**src/rtl/fm_pkg.sv**
```systemverilog
// Shared constants for the FM mix engine: sequencer state encoding and
// the fixed-point shifts used by panning and master volume.
package fm_pkg;

    localparam logic [2:0] ST_IDLE    = 3'd0;
    localparam logic [2:0] ST_START   = 3'd1;
    localparam logic [2:0] ST_PROCESS = 3'd2;
    localparam logic [2:0] ST_NEXT    = 3'd3;
    localparam logic [2:0] ST_OUTPUT  = 3'd4;

    localparam logic [7:0]  VOL_UNITY = 8'h80;
    localparam int unsigned PAN_SHIFT = 8;
    localparam int unsigned VOL_SHIFT = 7;

endpackage

```
**src/rtl/fm_sat_scale.sv**
```systemverilog
// Applies master volume to a signed mix accumulator and saturates the
// result to the signed audio output range.
module fm_sat_scale
    import fm_pkg::*;
#(
    parameter int ACC_W     = 19,
    parameter int OUT_WIDTH = 16
) (
    input  logic signed [ACC_W-1:0]     acc,
    input  logic        [7:0]           volume,
    output logic signed [OUT_WIDTH-1:0] sat
);

    localparam int SW = ACC_W + 9;
    localparam logic signed [SW-1:0] SAT_MAX = {{(SW-OUT_WIDTH+1){1'b0}}, {(OUT_WIDTH-1){1'b1}}};
    localparam logic signed [SW-1:0] SAT_MIN = ~SAT_MAX;

    logic signed [SW-1:0] acc_ext;
    logic signed [SW-1:0] vol_ext;
    logic signed [SW-1:0] scaled;

    assign acc_ext = SW'(acc);
    assign vol_ext = SW'(volume);
    assign scaled  = (acc_ext * vol_ext) >>> VOL_SHIFT;

    always_comb begin
        sat = scaled[OUT_WIDTH-1:0];
        if (scaled > SAT_MAX) begin
            sat = SAT_MAX[OUT_WIDTH-1:0];
        end else if (scaled < SAT_MIN) begin
            sat = SAT_MIN[OUT_WIDTH-1:0];
        end
    end

endmodule

```
**src/rtl/fm_mix_seq.sv**
```systemverilog
// Slot sequencer and stereo mix engine: sample tick generation, per-slot
// operator stepping, panned accumulation and volume-scaled stereo output.
module fm_mix_seq
    import fm_pkg::*;
#(
    parameter int NUM_OPS    = 64,
    parameter int SAMPLE_DIV = 506,
    parameter int IN_WIDTH   = 13,
    parameter int OUT_WIDTH  = 16
) (
    input  logic                        clk,
    input  logic                        reset_n,
    input  logic                        enable,
    input  logic [7:0]                  volume,
    input  logic signed [IN_WIDTH-1:0]  op_result,
    input  logic                        do_sum,
    input  logic [7:0]                  pan_l,
    input  logic [7:0]                  pan_r,
    output logic [$clog2(NUM_OPS)-1:0]  op_sel,
    output logic                        op_next,
    output logic                        op_reset,
    output logic                        busy,
    output logic [OUT_WIDTH-1:0]        audio_l,
    output logic [OUT_WIDTH-1:0]        audio_r,
    output logic                        audio_valid,
    input  logic                        audio_ready,
    output logic [7:0]                  overrun_cnt
);

    localparam int SEL_W = $clog2(NUM_OPS);
    localparam int ACC_W = IN_WIDTH + SEL_W;
    localparam int CNT_W = $clog2(SAMPLE_DIV);
    localparam int PW    = IN_WIDTH + 9;

    logic [CNT_W-1:0]          div_cnt;
    logic                      tick;
    logic [2:0]                state;
    logic signed [ACC_W-1:0]   acc_l;
    logic signed [ACC_W-1:0]   acc_r;
    logic signed [PW-1:0]      op_ext;
    logic signed [PW-1:0]      pan_l_ext;
    logic signed [PW-1:0]      pan_r_ext;
    logic signed [IN_WIDTH-1:0] panned_l;
    logic signed [IN_WIDTH-1:0] panned_r;
    logic signed [OUT_WIDTH-1:0] sat_l;
    logic signed [OUT_WIDTH-1:0] sat_r;
    logic                      overrun_evt;

    always_ff @(posedge clk or negedge reset_n) begin
        if (!reset_n) begin
            div_cnt <= '0;
            tick    <= 1'b0;
        end else begin
            tick    <= (div_cnt == CNT_W'(SAMPLE_DIV - 1));
            div_cnt <= (div_cnt == CNT_W'(SAMPLE_DIV - 1)) ? '0 : div_cnt + 1'b1;
        end
    end

    // Product formed at full width before the shift, then truncated.
    assign op_ext    = PW'(op_result);
    assign pan_l_ext = PW'(pan_l);
    assign pan_r_ext = PW'(pan_r);
    assign panned_l  = IN_WIDTH'((op_ext * pan_l_ext) >>> PAN_SHIFT);
    assign panned_r  = IN_WIDTH'((op_ext * pan_r_ext) >>> PAN_SHIFT);

    assign op_next     = (state == ST_NEXT);
    assign busy        = (state != ST_IDLE);
    // A dropped tick and an unread-sample overwrite share one increment.
    assign overrun_evt = (tick && busy) ||
                         (state == ST_OUTPUT && audio_valid && !audio_ready);

    always_ff @(posedge clk or negedge reset_n) begin
        if (!reset_n) begin
            state       <= ST_IDLE;
            op_sel      <= '0;
            op_reset    <= 1'b1;
            acc_l       <= '0;
            acc_r       <= '0;
            audio_l     <= '0;
            audio_r     <= '0;
            audio_valid <= 1'b0;
            overrun_cnt <= '0;
        end else begin
            if (overrun_evt && overrun_cnt != 8'hFF) begin
                overrun_cnt <= overrun_cnt + 8'd1;
            end
            if (audio_valid && audio_ready) begin
                audio_valid <= 1'b0;
            end
            case (state)
                ST_IDLE: begin
                    if (tick && enable) state <= ST_START;
                end
                ST_START: begin
                    op_sel <= '0;
                    state  <= ST_PROCESS;
                end
                ST_PROCESS: begin
                    if (!op_reset && do_sum) begin
                        acc_l <= acc_l + ACC_W'(panned_l);
                        acc_r <= acc_r + ACC_W'(panned_r);
                    end
                    state <= ST_NEXT;
                end
                ST_NEXT: begin
                    if (op_sel == SEL_W'(NUM_OPS - 1)) begin
                        state <= ST_OUTPUT;
                    end else begin
                        op_sel <= op_sel + 1'b1;
                        state  <= ST_PROCESS;
                    end
                end
                ST_OUTPUT: begin
                    audio_l     <= sat_l;
                    audio_r     <= sat_r;
                    audio_valid <= 1'b1;
                    acc_l       <= '0;
                    acc_r       <= '0;
                    op_reset    <= 1'b0;
                    state       <= ST_IDLE;
                end
                default: state <= ST_IDLE;
            endcase
        end
    end

    fm_sat_scale #(.ACC_W(ACC_W), .OUT_WIDTH(OUT_WIDTH)) u_scale_l (
        .acc    (acc_l),
        .volume (volume),
        .sat    (sat_l)
    );

    fm_sat_scale #(.ACC_W(ACC_W), .OUT_WIDTH(OUT_WIDTH)) u_scale_r (
        .acc    (acc_r),
        .volume (volume),
        .sat    (sat_r)
    );

endmodule

```
**config.mk**
```make
export PLATFORM = sky130hd
export DESIGN_NAME = fm_mix_seq
export DESIGN_NICKNAME = d
export VERILOG_FILES = /design/src/rtl/fm_pkg.sv /design/src/rtl/fm_sat_scale.sv /design/src/rtl/fm_mix_seq.sv
export SDC_FILE = /design/constraint.sdc
export NUM_CORES = 1
export LEC_CHECK = 0
export CORE_AREA = 2 2 256 384
export DETAILED_ROUTE_END_ITERATION = 8
export DIE_AREA = 0 0 258 386
export PLACE_DENSITY = 0.39
export REMOVE_ABC_BUFFERS = 1
export SLEW_MARGIN = 20
export SYNTH_ARGS = -nofsm -noshare
export SYNTH_HDL_FRONTEND = slang
export SYNTH_SLANG_ARGS = --single-unit
```
**constraint.sdc**
```tcl
create_clock -name clk -period 6 [get_ports clk]
set_input_delay 1.5 -clock clk [delete_from_list [all_inputs] [get_ports clk]]
set_output_delay 1.5 -clock clk [all_outputs]
set_load 0.01 [all_outputs]
```
==> summary.md, run 1 <==
| Metric | Value |
|---|---|
| Status | `complete, but fails checks` |
| Failing checks | `negative setup slack` |
| Antenna violations before repair | `0` |
| Placement Cell Area | `27,900 um2` |
| Final Max Tran Viols | `0` |
| Drt first pass iters | `4` |
| Setup crit start | `op_result[6]` |
| Post-Syn Area | `23,000 um2` |
| I/O Buffers | `91` |
| Die Ht | `386 um` |
| Post-Route WL | `64.0 mm` |
| Max Fclk | `139 MHz` |
| Period utilisation layout | `120%` |
| Crit Reg-Reg Endpoint | `audio_r[8]` |
| Mux cell area share after synthesis | `0.234%` |
| Sequential area share after synthesis | `10.8%` |
| R2R Path Start | `acc_r[7]` |
| Leak pwr | `15.9 nW` |
| Max-cap violations | `0` |
| Critical path buffers and inverters | `7` |
| Crit path capture | `acc_r[18]` |
| Layout cells sized above 1 | `27.1%` |
| Setup WS post-layout | `-1.21 ns` |
| Worst path arrival time | `7.47 ns` |
| Slowest stage delay, CP | `0.52 ns` |
| DRC errors left | `0` |
| Post-synthesis cell count | `2,620` |
| Core area | `96,500 um2` |
| Synth unique cells | `77` |
| Critical path depth | `31` |
| Synth area leaders | `fa_1 (35%), ha_1 (12%), dfrtp_1 (11%)` |
| Hold_sp | `audio_l[15]` |
| Initial DRC count | `528` |
| Power Dens Cells | `281 nW/um2` |
| IO Count | `92` |
| CP max stage cell | `fa_1` |
| EDFF count, synth | `0` |
| RePlAce Congestion | `0.805` |
| Dpl ws | `-2.59 ns` |
| Clock Tree Buf Depth | `2` |
| Slew @ Worst Pin | `0.920 ns` |
| Synth Register Bits | `99` |
| Die area | `99,600 um2` |
| CTS hold repair buffers | `0` |
| Hold WC Path Type | `flop to flop` |
| CP Capture Type | `flop` |
| Worst Skew | `0.0177 ns` |
| Initial Util | `23.8%` |
| Rows | `140` |
| Req. time, crit path | `6.26 ns` |
| Dominant synthesized flop cell | `dfrtp_1` |
| WL/cell | `14.6 um` |
| Final setup fails | `57` |
| Post-layout min period | `7.21 ns` |
| Clock sink total | `99` |
| CTS Buf Count | `9` |
| Slew Limit Headroom | `38.7%` |
| Via count of the first global-routing pass | `20,700` |
| Fillcell total | `10,000` |
| Root Buffer | `clkbuf_16` |
| Fin Hold WS | `0.487 ns` |
| Die span in x | `258 um` |
| Cell area after layout | `31,400 um2` |
| Reg clk slew, reported paths | `0.09 ns` |
| GRT overflow | `0` |
| Latest clock arrival within the worst-skew pair | `0.39 ns` |
| Vias per cell | `4.24` |
| Setup TNS | `-23.56 ns` |
| CTS H-tree depth | `3` |
| R2r setup slk | `0.44 ns` |
| Largest area contributor in the netlist | `fa_1` |
| Synth Area in Adders | `47.0%` |
| Final hold viol count | `0` |
| Critical Path Source Type | `input pin` |
| Synth Area in Compound Gates | `8.02%` |
| Layout area overhead | `36.5%` |
| Worst vdd ir | `252 uV` |
| Synth top area share | `35.0%` |
| Overall power | `8.81 mW` |
| CP Class | `input pin to flop` |
| Pin count of the biggest net entering global routing | `65` |
| Post-Synth XOR/XNOR Area | `4.38%` |
| Most frequent cells in the layout | `inv_1 (501), buf_4 (392), fa_1 (390)` |
| Vias | `18,600` |
| First-pass GRT wire length | `106 mm` |
| Reg2Reg Depth | `21` |
| Synthesized area per cell | `8.77 um2` |
| Post-DP HPWL | `50.3 mm` |
| Largest family of logic cells by synthesized area | `adder cells` |
| Cell family with most CP delay | `adder cells` |
| Maximum fanout along the worst path | `5` |
| Most common cell after layout, fill and taps aside | `inv_1` |
| Layout net count | `3,763` |
| RSZ-0062 raised after global routing | `true` |
| GR Util All Layers | `13.1%` |
| Yosys warns | `0` |
| Diodes inserted | `0` |
| CTS tree | `done` |
| Async set-or-reset flop fraction in the synthesized netlist | `100%` |
| Synth Area in Simple Gates | `19.2%` |
| ANT nets after route | `0` |
## state kept, by name (all words and copies together), names as in the netlist
signal,count
acc_r,19
op_sel,6
acc_l,19
audio_valid,1
audio_l,16
overrun_cnt,8
state,3
div_cnt,9
audio_r,16
tick,1
op_reset,1
## repair_timing
item,in CTS,in global routing
setup endpoints to repair,67,64
gates resized for setup,460,187
gates cloned,12,2
setup buffers,79,40
pin swaps,187,174
## worst min-delay path by stage
stage,endpoint,slack [ns],cells after the start
5_1_grt,audio_l[15],0.51,2
2_1_floorplan,div_cnt[0],0.46,1
3_5_place_dp,audio_l[15],0.47,2
3_3_place_gp,audio_l[15],0.47,2
6_report,audio_l[15],0.49,2
4_1_cts,audio_r[15],0.50,2
## kinds of logic after synthesis
logic type	after synthesis
fa+ha+maj	622
buf+inv	624
flops	99
xor+xnor	114
compound gates	270
mux	5
simple gates	886
## report_power, final
part / switching (mW) / internal [mW] / total, mW
Sequential: 0 / 0.667 / 0.667
Combinational: 3.55 / 3.99 / 7.54
Clock: 0.316 / 0.287 / 0.603
Total: 3.86 / 4.95 / 8.81
## routing by layer
metal / global-route usage (%) / part of all wire [%] / wire (um) / vias up
li1: - / - / - / 9026
met1: 15.0 / 41 / 26100 / 9314
met2: 26.2 / 55 / 35200 / 176
met3: 0.735 / 1.5 / 959 / 58
met4: 3.41 / 2.7 / 1710 / 0
met5: 0 / 0 / 0 / -
## tightest hold or removal path: cells and delay by family, from the launching register on
family	cells	cell delay [ns]
simple gates	2	0.10
flops	1	0.35
## layout make-up
class / count / area, um2 / area share [%]
Clock buffer: 10 / 229 / 0.730
Clock inverter: 6 / 48.8 / 0.156
Inverter: 521 / 1960 / 6.23
Multi-Input combinational cell: 1899 / 19800 / 63.2
Sequential cell: 99 / 2480 / 7.90
Tap cell: 1278 / 1600 / 5.10
Timing Repair Buffer: 569 / 5250 / 16.7
## stage by stage
step | utilization [%] | std cells
floorplan | - | 2517
global placement | 28.9 | 4246
detailed placement | 28.9 | 4246
CTS | 31.4 | 4350
global route | 32.5 | 4382
finish | 32.5 | 4382
## cell usage after synthesis (4+ instances only)
master    instances
a211o_1           4
o22ai_1          13
a21oi_1          60
o21bai_1          9
o31ai_1           5
inv_1           521
or3_1            15
or2_2             5
nand3_1          53
o21ai_0          67
nand2b_1          6
nor2_1          114
o21ai_2           4
a21o_1           19
and3_1           20
dfrtp_1          98
nor3_1           39
clkbuf_1         93
nand4b_1          4
xor2_1           35
a211oi_1         11
nand2_1         309
a31oi_1           9
fa_1            402
ha_1            220
o21a_1           16
a31o_2            4
and2_1          283
xnor2_1          78
buf_1             4
a22o_1            4
a21oi_2          10
nand4_1          10
nor2b_1          12
(Power assumes the default switching activity.)
==> inputs of run 2 (changes only) <==
--- a/config.mk
+++ b/config.mk
@@ -5,10 +5,12 @@
 export SDC_FILE = /design/constraint.sdc
 export NUM_CORES = 1
 export LEC_CHECK = 0
+export ABC_AREA = 0
 export CORE_AREA = 2 2 256 384
 export DETAILED_ROUTE_END_ITERATION = 8
 export DIE_AREA = 0 0 258 386
 export PLACE_DENSITY = 0.39
+export RECOVER_POWER = 25
 export REMOVE_ABC_BUFFERS = 1
 export SLEW_MARGIN = 20
 export SYNTH_ARGS = -nofsm -noshare
==> summary.md, run 2 (synthesized netlist as in run 1, its figures left out) <==
| Metric | Value |
|---|---|
| Post-Route WL | `64.0 mm (unchanged)` |
| R2r setup slk | `0.44 ns (about the same)` |
| Via count of the first global-routing pass | `20,700 (unchanged)` |
| CP max stage cell | `fa_1 (unchanged)` |
| Clock sink total | `99 (unchanged)` |
| Final setup fails | `57 (unchanged)` |
| Latest clock arrival within the worst-skew pair | `0.39 ns (about the same)` |
| RSZ-0062 raised after global routing | `true (unchanged)` |
| CP Class | `input pin to flop (unchanged)` |
| Die area | `99,600 um2 (unchanged)` |
| Overall power | `8.81 mW (about the same)` |
| Final Non-Filler Cells | `4,382 (unchanged)` |
| Slew @ Worst Pin | `3.77 ns (was 0.920 ns)` |
| Slowest stage delay, CP | `0.52 ns (about the same)` |
| Final Max Tran Viols | `63 (was 0)` |
| Placed cell count | `4,246 (unchanged)` |
| Worst vdd ir | `252 uV (unchanged)` |
| Die span in x | `258 um (unchanged)` |
| Rows | `140 (unchanged)` |
| Reg clk slew, reported paths | `0.09 ns (about the same)` |
| ANT nets after route | `0 (unchanged)` |
| Setup WS post-layout | `-1.21 ns (about the same)` |
| Final hold viol count | `0 (unchanged)` |
| Clock Tree Buf Depth | `2 (unchanged)` |
| Status | `complete, but fails checks (unchanged)` |
| Worst Skew | `0.0177 ns (about the same)` |
| Maximum fanout along the worst path | `5 (unchanged)` |
| Most frequent cells in the layout | `inv_1 (501), buf_4 (391), fa_1 (390) (was inv_1 (501), buf_4 (392), fa_1 (390))` |
| Die Ht | `386 um (unchanged)` |
| Crit Reg-Reg Endpoint | `audio_r[8] (unchanged)` |
| Worst hold stages | `2 (unchanged)` |
| Hold_sp | `audio_l[15] (unchanged)` |
| Most common cell after layout, fill and taps aside | `inv_1 (unchanged)` |
| GRT overflow | `0 (unchanged)` |
| CTS H-tree depth | `3 (unchanged)` |
| WHS Endpoint | `audio_l[15] (unchanged)` |
| Critical Path Source Type | `input pin (unchanged)` |
| Power Dens Cells | `281 nW/um2 (about the same)` |
| Drt first pass iters | `4 (unchanged)` |
| Max-cap violations | `1 (was 0)` |
| I/O Buffers | `91 (unchanged)` |
| Pin count of the biggest net entering global routing | `65 (unchanged)` |
| CP Capture Type | `flop (unchanged)` |
| Layout net count | `3,763 (unchanged)` |
| R2R Path Start | `acc_r[7] (unchanged)` |
| CTS hold repair buffers | `0 (unchanged)` |
| Core area | `96,500 um2 (unchanged)` |
| Leak pwr | `15.9 nW (about the same)` |
| Req. time, crit path | `6.26 ns (about the same)` |
| IO Count | `92 (unchanged)` |
| Antenna violations before repair | `0 (unchanged)` |
| RePlAce Congestion | `0.805 (unchanged)` |
| Vias per cell | `4.24 (unchanged)` |
| Vias | `18,600 (unchanged)` |
| Diodes inserted | `0 (unchanged)` |
| CTS Buf Count | `9 (unchanged)` |
| Initial Util | `23.8% (unchanged)` |
| WL/cell | `14.6 um (unchanged)` |
| Largest registers | `acc_l (19), acc_r (19) (unchanged)` |
| Root Buffer | `clkbuf_16 (unchanged)` |
| CTS tree | `done (unchanged)` |
| Initial DRC count | `528 (unchanged)` |
| First-pass GRT wire length | `106 mm (unchanged)` |
| Post-DP HPWL | `50.3 mm (unchanged)` |
| Reg2Reg Depth | `21 (unchanged)` |
| DRC errors left | `0 (unchanged)` |
| Hold WC Path Type | `flop to flop (unchanged)` |
| Layout area overhead | `36.5% (about the same)` |
| Slew Limit Headroom | `-151% (was 38.7%)` |
| Max Fclk | `139 MHz (unchanged)` |
| Period utilisation layout | `120% (about the same)` |
| Failing checks | `max-capacitance violations, max-slew violations, negative setup slack (was negative setup slack)` |
| Worst path arrival time | `7.47 ns (about the same)` |
| Post-layout min period | `7.21 ns (about the same)` |
| GR Util All Layers | `13.1% (unchanged)` |
| Layout cells sized above 1 | `27.1% (about the same)` |
## run 2: area by class of cell
type                    count  area (um2)
clock buffers              10         229
clock inverters             6        48.8
fillers                 10000       65200
inverters                 521        1960
multi-input cells        1899       19800
flip-flops and latches     99        2480
well taps                1278        1600
repair buffers            569        5240
## run 2: through the flow
step                cell area, um2  setup slack [ns]  hold slack, ns  utilization (%)  TNS (ns)
finish                       31400             -1.21           0.487             32.5    -23.56
global route                 31400             -1.54           0.505             32.5    -36.31
CTS                          30300             -1.26           0.496             31.4    -29.20
detailed placement           27900             -2.59           0.475             28.9    -98.28
global placement             27900             -2.48           0.473             28.9    -95.40
floorplan                    22600             -1.51           0.461                -    -20.18
## run 2: worst max-delay path by stage
stage                 startpoint  slack [ns]        end
detailed placement  op_result[5]       -2.59  acc_r[18]
global placement    op_result[5]       -2.48  acc_r[18]
CTS                     pan_l[2]       -1.26  acc_l[18]
finish              op_result[6]       -1.21  acc_r[18]
floorplan           op_result[9]       -1.51  acc_l[18]
global route        op_result[6]       -1.54  acc_r[18]
## run 2: power by group
group | switching [mW] | leakage [nW] | internal, mW
logic | 3.55 | 14.5 | 3.99
clock network | 0.316 | 0.131 | 0.287
registers | 0 | 1.20 | 0.667
total | 3.86 | 15.9 | 4.95
## run 2: worst max-delay path: cells and delay by family
| family | cells | cell delay [ns] |
|---|---|---|
| AOI/OAI and AO/OA | 10 | 1.64 |
| xor gates and xnor gates | 1 | 0.18 |
| adders and majority gates | 6 | 2.54 |
| buffers and inverters | 7 | 0.76 |
| muxes | 1 | 0.08 |
| and+or+nand+nor | 6 | 0.76 |
## run 2: repair_timing
item / 4_1_cts / 5_1_grt
hold endpoints to repair: 0 / 0
gates cloned: 12 / 2
pin swaps: 187 / 174
endpoints found under the setup margin: 67 / 64
gates resized for setup: 460 / 187
buffers inserted: 79 / 40
## run 2: metal layers
layer / track usage (%) / wire length (um)
met2: 26.2 / 35200
met4: 3.41 / 1710
met1: 15.0 / 26100
met5: 0 / 0
met3: 0.735 / 962
